## src/rtl/seq_scheduler_pkg.sv

```systemverilog
// Shared definitions for the six-state ring sequencer: FSM encodings,
// fixed sequence codes and the default tick period.
package seq_scheduler_pkg;

  typedef enum logic [1:0] {
    S_IDLE  = 2'd0,
    S_RUN   = 2'd1,
    S_DWELL = 2'd2,
    S_PAUSE = 2'd3
  } state_t;

  // Code shown while idle / after reset.
  localparam logic [2:0] C_RESET = 3'b111;
  // First code on leaving idle, common to both directions.
  localparam logic [2:0] C_ENTRY = 3'b000;
  // Ring start/end point; reaching it from the ring completes a revolution.
  localparam logic [2:0] C_HOME  = 3'b110;

  // 12 MHz board clock -> one advance per second.
  localparam int unsigned CLOCK_DEFAULT = 32'd12_000_000;

endpackage

```

## src/rtl/seq_next_lut.sv

```systemverilog
// Next-code table for the ring sequence. Purely combinational so the display
// test pattern generator can reuse it without pulling in the scheduler.
module seq_next_lut
  import seq_scheduler_pkg::*;
(
  input  logic [2:0] code,
  input  logic       dir,
  output logic [2:0] code_next,
  output logic       wrap
);

  // Forward and reverse rings share the entry path 111 -> 000 -> 110.
  always_comb begin
    code_next = C_ENTRY;
    wrap      = 1'b0;
    case (code)
      C_RESET: code_next = C_ENTRY;
      C_ENTRY: code_next = C_HOME;
      3'b110:  code_next = dir ? 3'b100 : 3'b010;
      3'b100: begin
        code_next = dir ? 3'b101 : C_HOME;
        wrap      = ~dir;
      end
      3'b101:  code_next = dir ? 3'b001 : 3'b100;
      3'b001:  code_next = dir ? 3'b011 : 3'b101;
      3'b011:  code_next = dir ? 3'b010 : 3'b001;
      3'b010: begin
        code_next = dir ? C_HOME : 3'b011;
        wrap      = dir;
      end
      default: begin
        code_next = C_ENTRY;
        wrap      = 1'b0;
      end
    endcase
  end

endmodule

```

## src/rtl/seq_scheduler.sv

```systemverilog
// Run/pause/single-step scheduler for the six-state ring sequence.
// Holds the tick prescaler, direction interlock, sequence register and the
// registered status outputs consumed by the display/LED logic.
//
// state | meaning
// ------+----------------------------------------------------------------
// IDLE  | parked at 111, counters cleared, direction tracks M
// RUN   | free running, one advance per CLOCK cycles
// DWELL | one silent period after a direction reversal, then advance
// PAUSE | frozen; step advances once, start resumes, stop returns to IDLE
module seq_scheduler
  import seq_scheduler_pkg::*;
#(
  parameter int unsigned CLOCK = CLOCK_DEFAULT
) (
  input  logic       clk,
  input  logic       CR,
  input  logic       start,
  input  logic       stop,
  input  logic       step,
  input  logic       M,
  output logic [2:0] data,
  output logic       run,
  output logic       tick,
  output logic       rev,
  output logic [7:0] steps
);

  localparam int TW = $clog2(CLOCK);
  localparam logic [TW-1:0] T_LAST = TW'(CLOCK - 1);

  state_t        state;
  logic [TW-1:0] timer;
  logic          dir;

  logic          adv_dir;
  logic [2:0]    lut_next;
  logic          lut_wrap;
  logic          period_end;

  // Free-running states advance in the latched direction; single steps use M
  // directly since a step is never subject to the reversal dwell.
  always_comb begin
    adv_dir    = M;
    if (state == S_RUN || state == S_DWELL) adv_dir = dir;
    period_end = (timer == T_LAST);
  end

  seq_next_lut u_lut (
    .code      (data),
    .dir       (adv_dir),
    .code_next (lut_next),
    .wrap      (lut_wrap)
  );

  // Sequencer FSM with prescaler, direction interlock and registered outputs.
  // Pulse priority is stop > start > step in every state.
  always_ff @(posedge clk or negedge CR) begin
    if (!CR) begin
      state <= S_IDLE;
      data  <= C_RESET;
      run   <= 1'b0;
      tick  <= 1'b0;
      rev   <= 1'b0;
      steps <= 8'd0;
      timer <= '0;
      dir   <= 1'b1;
    end else begin
      tick <= 1'b0;
      rev  <= 1'b0;
      case (state)
        S_IDLE: begin
          data  <= C_RESET;
          timer <= '0;
          steps <= 8'd0;
          dir   <= M;
          if (!stop) begin
            if (start) begin
              state <= S_RUN;
              run   <= 1'b1;
            end else if (step) begin
              data  <= lut_next;
              steps <= 8'd1;
              tick  <= 1'b1;
              rev   <= lut_wrap;
              state <= S_PAUSE;
            end
          end
        end

        S_RUN: begin
          if (stop) begin
            state <= S_PAUSE;
            run   <= 1'b0;
          end else if (period_end) begin
            timer <= '0;
            if (M == dir) begin
              data  <= lut_next;
              steps <= steps + 8'd1;
              tick  <= 1'b1;
              rev   <= lut_wrap;
            end else begin
              // Reversal: latch the new direction and sit out one period.
              dir   <= M;
              state <= S_DWELL;
            end
          end else begin
            timer <= timer + 1'b1;
          end
        end

        S_DWELL: begin
          if (stop) begin
            state <= S_PAUSE;
            run   <= 1'b0;
          end else if (period_end) begin
            timer <= '0;
            data  <= lut_next;
            steps <= steps + 8'd1;
            tick  <= 1'b1;
            rev   <= lut_wrap;
            state <= S_RUN;
          end else begin
            timer <= timer + 1'b1;
          end
        end

        S_PAUSE: begin
          if (stop) begin
            state <= S_IDLE;
            data  <= C_RESET;
            steps <= 8'd0;
            timer <= '0;
            dir   <= M;
          end else if (start) begin
            // Any partial period accumulated before the pause is discarded.
            state <= S_RUN;
            timer <= '0;
            run   <= 1'b1;
          end else if (step) begin
            dir   <= M;
            data  <= lut_next;
            steps <= steps + 8'd1;
            tick  <= 1'b1;
            rev   <= lut_wrap;
          end
        end

        default: begin
          state <= S_IDLE;
          run   <= 1'b0;
        end
      endcase
    end
  end

endmodule
```

## config.mk

```make
export PLATFORM = sky130hd
export DESIGN_NAME = seq_scheduler
export DESIGN_NICKNAME = d
export VERILOG_FILES = /design/src/rtl/seq_scheduler_pkg.sv /design/src/rtl/seq_next_lut.sv /design/src/rtl/seq_scheduler.sv
export SDC_FILE = /design/constraint.sdc
export NUM_CORES = 1
export LEC_CHECK = 0
export ABC_AREA = 1
export CORE_MARGIN = 2
export CORE_UTILIZATION = 59
export CTS_BUF_LIST = sky130_fd_sc_hd__clkbuf_16
export DETAILED_ROUTE_END_ITERATION = 8
export PLACE_DENSITY = 0.8
export RECOVER_POWER = 50
export SKIP_LAST_GASP = 1
export SYNTH_ARGS = -nofsm -noshare
export SYNTH_HDL_FRONTEND = slang
export SYNTH_SLANG_ARGS = --single-unit
export TNS_END_PERCENT = 10
```

## constraint.sdc

```tcl
create_clock -name clk -period 1.9 [get_ports clk]
set_clock_uncertainty 0.1 [all_clocks]
set_input_delay 0.475 -clock clk [delete_from_list [all_inputs] [get_ports clk]]
set_output_delay 0.475 -clock clk [all_outputs]
set_load 0.05 [all_outputs]
```

After elaboration in Yosys (flattened, before gate mapping)
Cells that the tools add are included.
Widths: inputs -> output; s select.
{"block": "classes", "bitwise": 1, "order_cmp": 0, "n_div": 0, "n_eq_ne": 30, "n_mux": 78, "n_mul": 0, "add_sub_neg": 2, "shift": 0, "n_reduce_logical": 11}
{"op": "$mux 24", "n": 4}
{"op": "$pmux 24 s3", "n": 1}
{"op": "$mux 8", "n": 8}
{"op": "$mux 3", "n": 15}
{"op": "$pmux 8 s4", "n": 1}
{"op": "$mux 1", "n": 29}
{"op": "$add 24x1->24 const B", "n": 1}
{"op": "$eq 24x24->1 const B", "n": 1}
{"op": "$mux 2", "n": 12}
{"op": "$pmux 3 s8", "n": 1}
{"op": "$ne 3x3->1 const B", "n": 7}
{"op": "$ne 2x2->1 const B", "n": 8}
{"op": "$eq 3x3->1 const B", "n": 4}
{"op": "$pmux 3 s4", "n": 1}
{"op": "$reduce_and 6->1", "n": 2}
{"op": "$pmux 1 s3", "n": 3}
{"op": "$add 8x1->8 const B", "n": 1}
{"op": "$pmux 2 s4", "n": 1}
{"op": "$reduce_and 7->1", "n": 1}
{"op": "$eq 3x2->1 const B", "n": 2}
{"op": "$ne 2x1->1 const B", "n": 3}
{"op": "$eq 2x2->1 const B", "n": 2}
{"op": "$pmux 1 s2", "n": 2}
{"op": "$reduce_or 2->1", "n": 2}
{"op": "other kinds (10)", "n": 10}
{"block": "word_totals", "wordCells": 130, "latchBits": 0, "out_inout_bits": 14, "ram_bits": 0, "mem_count": 0, "ff_bits": 41, "mem_bits_ro": 0, "input_bits": 6}

Depth between registers and ports, before layout
{"block": "logic_depth", "word_depth": 9, "depth_mapped": 12, "ltp_nobuf": 12}

By module
Synthesis repeated with hierarchy kept, for this count alone.
{"block": "unflattened", "cells_unflattened": 437, "area_unflattened_um2": 2895.3}
{"mod": "seq_scheduler", "n_inst": 1, "area_per_inst_um2": 2822.7, "seq_area_each_um2": 1031.0, "cells_each": 419}
{"mod": "seq_next_lut", "n_inst": 1, "area_per_inst_um2": 72.6, "seq_area_each_um2": 0.0, "cells_each": 18}

Worst setup path after synthesis
OpenSTA, ideal clock, no wires.
{"block": "synth_timing", "kind": "flip-flop to flip-flop", "startpoint": "reg state[0]", "endpoint": "reg timer[8]", "setup_slack_ns": 0.125, "required_time_ns": 1.669, "period_less_slack_ns": 1.775, "arrival_ns": 1.544, "stages_incl_launch_ff": 10, "cell_sequence": "dfrtp_1 inv_1 ha_1 nand2_1 o21ai_4 inv_2 buf_4 nand2_1 o21ai_0 a21oi_1"}
{"block": "synth_between", "elab_chain_cells": 4, "elab_cells_between_ends": 9, "classes_between": "eq/ne: 5; mux: 1; reduce/logical: 3"}
{"item": "start, declared", "line_no": "seq_scheduler.sv:32", "rtl": "state_t state;"}
{"item": "start signal, assigned", "line_no": "seq_scheduler.sv:60", "rtl": "state <= S_IDLE;"}
{"item": "start signal, assigned", "line_no": "seq_scheduler.sv:79", "rtl": "state <= S_RUN;"}
{"item": "start signal, assigned", "line_no": "seq_scheduler.sv:86", "rtl": "state <= S_PAUSE;"}
{"item": "$eq 2x1->1 or $eq 2x2->1 (tied branches)", "line_no": "seq_scheduler.sv:71", "rtl": "case (state)"}
{"item": "$reduce_or 2->1 (no line)"}
{"item": "$ne 2x2->1 (no line)"}
{"item": "$reduce_and 2->1 (no line)"}
{"item": "end signal, assigned", "line_no": "seq_scheduler.sv:108", "rtl": "timer <= timer + 1'b1;"}
{"item": "end signal, assigned", "line_no": "seq_scheduler.sv:124", "rtl": "timer <= timer + 1'b1;"}
{"item": "end, declared", "line_no": "seq_scheduler.sv:33", "rtl": "logic [TW-1:0] timer;"}
Several ways; a longest one is shown, not always the timed one.
A chain may end at the register's enable or synchronous reset.

Worst setup path in the final report
{"block": "layout_timing", "startpoint": "reg timer[1]", "endpoint": "reg steps[1]"}
{"block": "layout_between", "elab_chain_cells": 3, "elab_cells_between_ends": 4, "classes_between": "eq/ne: 3; reduce/logical: 1"}
{"item": "$eq 24x24->1 *", "line_no": "seq_scheduler.sv:46", "rtl": "period_end = (timer == T_LAST);"}
{"item": "$ne 2x2->1 (no line)"}
{"item": "$reduce_and 7->1 (no line) *"}
{"item": "end signal, assigned", "line_no": "seq_scheduler.sv:99", "rtl": "steps <= steps + 8'd1;"}
{"item": "end signal, assigned", "line_no": "seq_scheduler.sv:119", "rtl": "steps <= steps + 8'd1;"}
{"item": "end signal, assigned", "line_no": "seq_scheduler.sv:143", "rtl": "steps <= steps + 8'd1;"}
{"item": "end, declared", "line_no": "seq_scheduler.sv:26", "rtl": "output logic [7:0] steps"}
Mark *: on every way between the ends. The rest lies on a longest branch, timed or not.

==> flow_metrics.env <==
export IMPL_drv_slew=0
export IMPL_drive_above_1_share_pct=21.23
export IMPL_n_antenna_cell=0
export IMPL_timing_fmax_ghz=0.5206
export IMPL_peakVddDrop_mv=1.108
export IMPL_synth_top_cell_by_area="dfrtp_1"
export IMPL_numPortBuffers=19
export IMPL_yosys_warnings=0
export IMPL_internal_power_mw=2.898
export IMPL_required_ns=2.02
export IMPL_hold_viol_final=0
export IMPL_areaGrowthSynthToFinish_pct=29.29
export IMPL_ys_ff_latch=41
export IMPL_ff2ff_setup_slack_ns=-0.02
export IMPL_synth_top_area_share_pct=33.76
export IMPL_htreeDepth=2
export IMPL_cts_root_buf="clkbuf_16"
export IMPL_die_area_um2=5210
export IMPL_grt_max_degree=42
export IMPL_yosys_top_cells_area="dfrtp_1 34%, nand2_1 16%, nand3_1 7.5%"
export IMPL_fp_row_count=24
export IMPL_slew_headroom_pct=30.62
export IMPL_synth_async_reset_ratio_pct=100.0
export IMPL_worst_pin_slew_ns=1.041
export IMPL_holdWs_ns=0.3461
export IMPL_worstSetupStartpoint="timer[1]"
export IMPL_synthCells=400
export IMPL_gp_congestion=0.9525
export IMPL_yosysMostFrequentCell="nand2_1"
export IMPL_synth_fp_nets=412
export IMPL_wl_per_cell_um=15.17
export IMPL_cts_inserted_buffers=5
export IMPL_grt_pass1_wl_um=12320
export IMPL_dp_hpwl_um=5152
export IMPL_vias=2999
export IMPL_worstReg2RegStart="timer[1]"
export IMPL_finalPower_mw=5.268
export IMPL_p_per_area_nw_per_um2=1486
export IMPL_critPathCaptureType="flop"
export IMPL_synth_edf_count=0
export IMPL_drcViolationCount=0
export IMPL_finish_utilization_pct=80.33
export IMPL_p_leak_nw=1.711
export IMPL_fin_ws_ns=-0.02080
export IMPL_synth_top_flop_cell="dfrtp_1"
export IMPL_grt_overflow=0
export IMPL_crit_type="flop to flop"
export IMPL_holdCritPathClass="input pin to asynchronous set/reset pin"
export IMPL_crit_arrival_ns=2.04
export IMPL_pwr_share_seq_pct=22.6
export IMPL_clk_latency_ns=0.28
export IMPL_layout_nets=468
export IMPL_pin_count=20
export IMPL_finalWirelength_um=7721
export IMPL_ant_nets=0
export IMPL_crit_end="steps[1]"
export IMPL_grt_pass1_vias=2749
export IMPL_netlist_area_um2=2743
export IMPL_setup_viol=4
export IMPL_initial_core_util_pct=62.13
export IMPL_worstRegToRegCells=11
export IMPL_rr_endpoint="steps[1]"
export IMPL_critPathLaunchType="flop"
export IMPL_die_w_um=72.18
export IMPL_cts_tree="built"
export IMPL_dieHeight_um=72.18
export IMPL_antenna_found_initial=0
export IMPL_violations="setup timing"
export IMPL_core_area_um2=4414
export IMPL_clock_sinks=41
export IMPL_track_usage_pct=30.08
export IMPL_detail_route_vias_per_cell=5.892
export IMPL_ys_types=31
export IMPL_clkTransAtPathRegs_ns=0.06
export IMPL_p_sw_share_pct=44.98
export IMPL_maxCapViolCount=0
export IMPL_combPwrFrac_pct=59.3
export IMPL_status="finished with violations"
export IMPL_clock_path_buffers=2
export IMPL_p_sw_mw=2.370
export IMPL_clockPowerShare_pct=18.1
export IMPL_rsz0062_at_grt="true"
export IMPL_dr_pass1_iters=5
export IMPL_drt_iter0_markers=417
export IMPL_yosysSeqAreaShare_pct=37.59
export IMPL_cp_max_fo=5
export IMPL_synth_common_cells="116 x nand2_1, 49 x nor2_1, 45 x inv_1"
export IMPL_syn_area_per_cell_um2=6.857
export IMPL_min_period_over_period_pct=101.1
export IMPL_finalCriticalPeriod_ns=1.921
## what timing repair did
item	4_1_cts	5_1_grt
gates resized for setup	3	31
pin swaps	0	12
gates cloned	0	1
endpoints found under the setup margin	9	30
setup buffers	0	5
hold buffers	0	0
## routing by layer
layer  part of all wire, %  routed length, um  GRT usage, %
met2                    50               3881         49.64
met4                   3.3                256         14.05
met1                    39               2996         38.21
met5                     0                  0             0
met3                   7.6                587         5.694
## power by group through the flow
stage / registers, mW / clock network, mW / logic [mW]
after detailed placement: 1.19 / 0 / 2.74
final: 1.19 / 0.953 / 3.12
after CTS: 1.18 / 0.955 / 2.83
after global routing: 1.22 / 0.984 / 3.35
after global placement: 1.19 / 0 / 2.69
after floorplan: 1.40 / 0 / 1.46
## layout by cell type, fill, tap and decap left out, types with 8 or more instances in the layout
cell and count:
nand3_1 39, nand2_2 8, xor2_1 9, nor2_1 47, buf_12 8, a21oi_1 18, nand2_1 111, o21ai_0 14
nand4_1 15, buf_4 40, dfrtp_1 37, inv_1 44
## per-stage QoR
stage,area [um^2],cells,TNS [ns],worst slack (ns)
floorplan,2743,400,0,0.1255
global placement,3259,495,-3.890,-0.1575
detailed placement,3259,495,-5.087,-0.2160
CTS,3425,503,-0.02796,-0.01464
global route,3546,509,-1.312,-0.1015
finish,3546,509,-0.05609,-0.02080
## sequential cells by signal, indices dropped and copies added, names as in the netlist
register / flops
data: 3
dir: 1
rev: 1
run: 1
state: 2
steps: 8
tick: 1
timer: 24
## worst min path at each step
stage	from	end	slack, ns	depth (start not counted)
final	CR	timer[19]	0.35	2
after global routing	run	run	0.43	2
after CTS	CR	steps[6]	0.07	2
after detailed placement	CR	timer[16]	0.36	2
after global placement	CR	timer[16]	0.36	2
after floorplan	CR	rev	0.08	0
## kinds of logic (layout without fill, tap and decap cells)
group                    after synthesis  after routing  share of synthesized area (%)
AO/OA/AOI/OAI                         44             44                          9.398
AND/OR/NAND/NOR                      241            241                          38.32
flip-flops                            41             41                          37.59
XOR/XNOR                              10             10                          3.194
adder cells (fa/ha/maj)                6              6                          2.737
buffers and inverters                 58            115                          8.759
## worst max-delay path: stages (launching register included)
cell     delay [ns]
dfrtp_1        0.38
ha_2           0.20
nand2_2        0.07
nor2_4         0.14
nand2_4        0.08
inv_4          0.06
nand3_4        0.09
buf_12         0.15
a21oi_4        0.26
buf_6          0.17
nand3_1        0.08
nand2_1        0.07
## area by class of cell
class                      count  area [um^2]
clock buffer                   5        125.1
clock inverter                 3        37.54
fill                         271        868.3
inverter                      50        195.2
multi-input combinational    301         1543
sequential                    41         1031
tap                           52        65.06
timing repair buffer          57        549.3
(Power assumes the default switching activity.)
